`config.mk`:
```
export PLATFORM = sky130hd
export DESIGN_NAME = sdram_port_arbiter
export DESIGN_NICKNAME = d
export VERILOG_FILES = /design/src/rtl/sdram_port_arbiter.sv
export SDC_FILE = /design/constraint.sdc
export NUM_CORES = 1
export LEC_CHECK = 0
export ABC_AREA = 1
export CAP_MARGIN = 20
export CORE_AREA = 2 2 107 109
export DETAILED_ROUTE_END_ITERATION = 8
export DIE_AREA = 0 0 109 111
export PLACE_DENSITY = 0.82
export SYNTH_ARGS = -nofsm -noshare
export SYNTH_HDL_FRONTEND = slang
export SYNTH_SLANG_ARGS = --single-unit
```
`constraint.sdc`:
```
create_clock -name clk_sys -period 2.2 [get_ports clk_sys]
set_input_delay 0.33 -clock clk_sys [delete_from_list [all_inputs] [get_ports clk_sys]]
set_output_delay 0.33 -clock clk_sys [all_outputs]
set_load 0.02 [all_outputs]
```
`src/rtl/sdram_port_arbiter.sv`:
```
// Two-requester front end for one toggle-handshake SDRAM port: Oric CPU strobes and FDC DMA.
// CPU wins arbitration; a streak counter caps consecutive CPU grants while the FDC waits.
module sdram_port_arbiter #(
    parameter int unsigned AW         = 16,
    parameter int unsigned CPU_STREAK = 4
) (
    input  logic          clk_sys,
    input  logic          reset,
    input  logic          cpu_cs,
    input  logic          cpu_oe,
    input  logic          cpu_we,
    input  logic [AW-1:0] cpu_a,
    input  logic [7:0]    cpu_d,
    output logic [7:0]    cpu_q,
    input  logic          fdc_req,
    input  logic          fdc_we,
    input  logic [AW-1:0] fdc_a,
    input  logic [7:0]    fdc_d,
    output logic [7:0]    fdc_q,
    output logic          fdc_ack,
    output logic          fdc_busy,
    output logic          cpu_overrun,
    output logic          mem_req,
    input  logic          mem_ack,
    output logic [AW-2:0] mem_a,
    output logic [1:0]    mem_ds,
    output logic          mem_we,
    output logic [15:0]   mem_d,
    input  logic [15:0]   mem_q
);

    typedef enum logic [1:0] {StIdle, StCpuWait, StFdcWait} state_e;

    localparam logic [3:0] StreakMax = 4'(CPU_STREAK);

    state_e          state_q, state_d;
    logic            rd_prev_q, wr_prev_q;
    logic [AW-1:0]   a_prev_q;
    logic            cpu_pend_q, cpu_we_q;
    logic [AW-1:0]   cpu_a_q;
    logic [7:0]      cpu_d_q;
    logic            fdc_pend_q, fdc_we_q;
    logic [AW-1:0]   fdc_a_q;
    logic [7:0]      fdc_d_q;
    logic [3:0]      streak_q;
    logic            overrun_q;
    logic            mem_req_q, mem_we_q, byte_sel_q;
    logic [AW-2:0]   mem_a_q;
    logic [1:0]      mem_ds_q;
    logic [15:0]     mem_d_q;
    logic [7:0]      cpu_rdata_q, fdc_rdata_q;
    logic            fdc_ack_q;

    logic cpu_rd, cpu_wr, cpu_event, mem_idle, fdc_accept;
    logic grant_cpu, grant_fdc, done;
    logic [7:0] rd_byte;

    assign cpu_rd     = cpu_cs & cpu_oe;
    assign cpu_wr     = cpu_cs & cpu_we;
    assign cpu_event  = (cpu_rd & ~rd_prev_q) | (cpu_wr & ~wr_prev_q) |
                        (cpu_rd & (cpu_a != a_prev_q));
    assign mem_idle   = (mem_ack == mem_req_q);
    assign fdc_busy   = fdc_pend_q | (state_q == StFdcWait) | fdc_ack_q;
    assign fdc_accept = fdc_req & ~fdc_busy;
    assign rd_byte    = byte_sel_q ? mem_q[15:8] : mem_q[7:0];

    always_comb begin
        state_d   = state_q;
        grant_cpu = 1'b0;
        grant_fdc = 1'b0;
        done      = 1'b0;
        unique case (state_q)
            StIdle: begin
                if (mem_idle) begin
                    if (fdc_pend_q && (!cpu_pend_q || streak_q == StreakMax)) begin
                        grant_fdc = 1'b1;
                        state_d   = StFdcWait;
                    end else if (cpu_pend_q) begin
                        grant_cpu = 1'b1;
                        state_d   = StCpuWait;
                    end
                end
            end
            StCpuWait, StFdcWait: begin
                if (mem_idle) begin
                    done    = 1'b1;
                    state_d = StIdle;
                end
            end
            default: state_d = StIdle;
        endcase
    end

    always_ff @(posedge clk_sys) begin
        if (reset) begin
            state_q     <= StIdle;
            rd_prev_q   <= 1'b0;
            wr_prev_q   <= 1'b0;
            a_prev_q    <= '0;
            cpu_pend_q  <= 1'b0;
            cpu_we_q    <= 1'b0;
            cpu_a_q     <= '0;
            cpu_d_q     <= '0;
            fdc_pend_q  <= 1'b0;
            fdc_we_q    <= 1'b0;
            fdc_a_q     <= '0;
            fdc_d_q     <= '0;
            streak_q    <= '0;
            overrun_q   <= 1'b0;
            mem_req_q   <= 1'b0;
            mem_we_q    <= 1'b0;
            byte_sel_q  <= 1'b0;
            mem_a_q     <= '0;
            mem_ds_q    <= 2'b11;
            mem_d_q     <= '0;
            cpu_rdata_q <= '0;
            fdc_rdata_q <= '0;
            fdc_ack_q   <= 1'b0;
        end else begin
            state_q   <= state_d;
            rd_prev_q <= cpu_rd;
            wr_prev_q <= cpu_wr;
            a_prev_q  <= cpu_a;
            fdc_ack_q <= done && (state_q == StFdcWait);

            // Latest CPU event wins; losing an unissued one is flagged.
            if (cpu_event) begin
                cpu_a_q    <= cpu_a;
                cpu_we_q   <= cpu_we;
                cpu_d_q    <= cpu_d;
                cpu_pend_q <= 1'b1;
                if (cpu_pend_q && !grant_cpu) overrun_q <= 1'b1;
            end else if (grant_cpu) begin
                cpu_pend_q <= 1'b0;
            end

            if (fdc_accept) begin
                fdc_a_q    <= fdc_a;
                fdc_we_q   <= fdc_we;
                fdc_d_q    <= fdc_d;
                fdc_pend_q <= 1'b1;
            end else if (grant_fdc) begin
                fdc_pend_q <= 1'b0;
            end

            if (grant_cpu) begin
                mem_req_q  <= ~mem_req_q;
                mem_a_q    <= cpu_a_q[AW-1:1];
                mem_we_q   <= cpu_we_q;
                mem_ds_q   <= cpu_we_q ? (cpu_a_q[0] ? 2'b10 : 2'b01) : 2'b11;
                mem_d_q    <= {cpu_d_q, cpu_d_q};
                byte_sel_q <= cpu_a_q[0];
                if (!fdc_pend_q) streak_q <= '0;
                else if (streak_q < StreakMax) streak_q <= streak_q + 4'd1;
            end else if (grant_fdc) begin
                mem_req_q  <= ~mem_req_q;
                mem_a_q    <= fdc_a_q[AW-1:1];
                mem_we_q   <= fdc_we_q;
                mem_ds_q   <= fdc_we_q ? (fdc_a_q[0] ? 2'b10 : 2'b01) : 2'b11;
                mem_d_q    <= {fdc_d_q, fdc_d_q};
                byte_sel_q <= fdc_a_q[0];
                streak_q   <= '0;
            end

            if (done && !mem_we_q) begin
                if (state_q == StCpuWait) cpu_rdata_q <= rd_byte;
                else fdc_rdata_q <= rd_byte;
            end
        end
    end

    assign cpu_q       = cpu_rdata_q;
    assign fdc_q       = fdc_rdata_q;
    assign fdc_ack     = fdc_ack_q;
    assign cpu_overrun = overrun_q;
    assign mem_req     = mem_req_q;
    assign mem_a       = mem_a_q;
    assign mem_ds      = mem_ds_q;
    assign mem_we      = mem_we_q;
    assign mem_d       = mem_d_q;

endmodule

```
==> results <==
==> layout make-up <==
cell class              count  area, µm²  share of cell area (%)
multi-input cells         415       2190                    30.2
flip-flops and latches    122       2440                    33.7
clock inverters             8        118                    1.62
inverters                 122        463                    6.38
clock buffers              23        478                    6.59
repair buffers            136       1380                    19.0
well taps                 143        179                    2.47
==> through the flow <==
| step | instances | setup slack, ps |
|---|---|---|
| final | 969 | 287 |
| after global routing | 969 | 142 |
| after CTS | 969 | 51.9 |
| after detailed placement | 938 | 95.2 |
| after global placement | 938 | 128 |
| after floorplan | 705 | 564 |
==> power groups by stage <==
stage	Sequential, mW	Combinational, mW	Clock, mW
floorplan	3.02	1.33	0
global placement	2.81	2.27	0
detailed placement	2.82	2.31	0
CTS	2.78	2.33	2.81
global route	2.82	2.55	2.91
finish	2.77	2.32	2.78
==> layout by cell type (no fill, tap or decap), types with 4 or more instances in the layout <==
master	instances
clkinv_2	4
o211ai_1	5
a21oi_1	79
o211ai_2	18
clkdlybuf4s50_1	123
nand2_1	145
ha_1	5
o21ai_0	45
clkbuf_16	17
buf_12	4
nor3_1	4
inv_1	118
mux2_2	8
buf_4	7
nor2_1	39
o21a_1	23
dfxtp_1	122
nand3_1	31
==> sequential cells by signal (all words and copies together), names as in the netlist <==
signal and cells:
a_prev_q 16, byte_sel_q 1, cpu_a_q 16, cpu_d_q 8, cpu_overrun 1, cpu_pend_q 1
cpu_q 8, cpu_we_q 1, fdc_a_q 16, fdc_ack 1, fdc_d_q 8, fdc_pend_q 1
fdc_q 8, fdc_we_q 1, mem_a 15, mem_d 8, mem_ds 2, mem_req 1
mem_we 1, rd_prev_q 1, state_q 2, streak_q 4, wr_prev_q 1
==> logic make-up after synthesis <==
family                   synth area share (%)
adder cells (fa/ha/maj)                  1.17
XOR/XNOR                                0.466
AO/OA/AOI/OAI                            20.3
AND/OR/NAND/NOR                          17.3
flip-flops                               45.5
buffers and inverters                    13.6
multiplexers                             1.68
==> critical path, stage by stage, from the launching register on <==
cell	delay (ps)
dfxtp_1	360
inv_1	80
ha_1	290
inv_1	80
nand2_1	70
nand2_1	100
o21ai_2	80
inv_2	70
nand2_4	60
inv_6	300
o211ai_1	160
nand2_1	110
inv_1	40
==> routing by layer <==
metal | global-route usage (%) | part of all wire, %
met1 | 28.1 | 46
met2 | 32.6 | 46
met3 | 5.58 | 6.0
met4 | 9.23 | 2.4
met5 | 0 | 0
==> what timing repair did <==
item,4_1_cts,5_1_grt
hold buffers,0,0
setup endpoints to repair,0,2
resized for setup,0,2
==> worst paths after layout <==
kind | from | end | slack, ps | cells past startpoint
worst max-delay path | state_q[0]$_SDFFE_PP0P_ | mem_d[10]$_SDFFE_PP0P_ | 290 | 12
worst min-delay path | reset | mem_we$_SDFFE_PP0P_ | 290 | 4
worst max register to register | state_q[0]$_SDFFE_PP0P_ | mem_d[10]$_SDFFE_PP0P_ | 290 | 12
worst min register to register | fdc_q[7]$_SDFFE_PP0P_ | fdc_q[7]$_SDFFE_PP0P_ | 440 | 2
==> results summary <==
The combined global-route utilization of all metal layers came out at 21.3%. The cell area after synthesis is 5370 µm². The filler cell count came out at 878. The number of antenna violations at the first check in global routing is 0. The switching power is around 2.4 mW. The number of global-route vias before repair is between 4000 and 5000. The final standard cell utilization of the core came out at 65.5%. The count of nets after finishing is 891. The maximum vdd ir drop is 0.563 mV.

The number of enable-type register cells in the synthesized netlist came out at 0. The type of the worst min-delay path is in2reg. The H-tree level count came out at 4. The dominant synthesized flop cell is dfxtp_1. The height of the chip is 111 µm.

The number of vias per cell is 4.83. The Yosys step of the flow raised 0 warnings. The data arrival time of the critical path is 2210 ps. Overall power consumption after layout is estimated at approximately 8 mW. CTS placed an instance of clkbuf_16 at the clock tree root. The worst-case clock skew is 6.01 ps. The worst setup path is launched from a register. The fraction of power consumed by the clock network is 35.3%. The number of buffers created by CTS came out at 17. The top cell type's share of synthesized area came out at 45.5%. The count of inserted antenna diode cells came out at 0. For the final routed database, the setup TNS stands at 0 ps. The number of library cell types mapped by synthesis came out at 31. In this run the static leakage power is approximately 3.1 nW. The critical path is of the reg2reg type.

At the pin with the least slew margin, the transition time is between 500 and 600 ps. The HPWL after detailed placement came out at between 8000 and 9000 µm. Setup repair after global routing left no endpoint under its margin.

In this run the standard cell core region covers 11100 µm². In this run the tightest slew margin relative to its limit is 64.6%. A synthesized cell averages about 7.6 µm². The critical path required time came out at about 2500 ps. The share of post-route cells with drive strength above 1 is 9.44%. The count of state elements after synthesis is 122. The number of remaining DRC errors came out at 0. The final instance area is approximately 7300 µm². The cell count after synthesis came out at between 700 and 800. Relative to the synthesized area, the layout overhead comes to 35.2%. TritonCTS built the clock tree.

The peak clock frequency supported by timing came out at roughly 0.52 GHz. In this run the count of I/O pins placed on the die edge is around 130. During placement, the flow inserted port buffers numbering ~130. The iteration count of the initial detailed-routing pass is 5. The clock edge transition at the registers on the reported setup and hold paths is around 50 ps. The tightest hold margin came out at ~290 ps. The power share of the combinational group came out at ~29%.

The wire length reported by the detailed router came out at roughly 12000 µm. The total global routing overflow came out at 0. The proportion of synthesized chip area in sequential cells came out at between 40 and 50%. The synthesized netlist net count is a little under 800. In this run, flip-flops and latches consume 35.3% of the power.

Net switching is between 30% and 40% of the power. The instance area at placement came out at ~6700 µm². The number of hold-slack violations in the final timing report is 0.

The initial utilization of the core area, before any placement, comes to 48.5%. The period utilization came out at 87.0%. STA classifies the critical path endpoint as a register. The horizontal extent of the die came out at between 100 and 150 µm.

No sink is reached through more buffers than the 2 on the longest clock path. Subtracting the final worst setup slack from the clock period gives around 1900 ps. By count the netlist is led by nand2_1, dfxtp_1, inv_1.

The total via count after detailed routing is approximately 4700. The design internal power is 5.47 mW. The number of clock sinks came out at 122. The cell row count is 39.

The largest net degree at the start of global routing came out at 64. The most frequent cell after synthesis is nand2_1. The global-route wire length before repair is 20400 µm. The post-route antenna net violation count came out at 0. The clock latency at the later pin of the worst-skew pair came out at about 400 ps. The final-report setup violation count came out at 0. The global placer's final weighted congestion came out at slightly above 0.8.

The die footprint came out at between 10000 and 15000 µm². Sorting the synthesized cells by area gives the leading types as dfxtp_1, nand2_1, inv_1. dfxtp_1 takes more of the synthesized area than any other cell. The max-cap violation count is 0. The post-CTS setup buffer count came out at 0.

The wire length per cell is about 13 µm. The flow ran to the end, and the final reports show no timing, DRC or antenna violations. The count of final max-slew check failures came out at 0. The count of routing violations after the opening detailed-route iteration came out at about 290. The total power density per cell area came out at 1080 nW/µm².

The largest fanout on the critical path came out at 50. The proportion of synthesized flip-flops having asynchronous set or reset is 0%.
No activity file was read; power rests on OpenSTA's default activity.
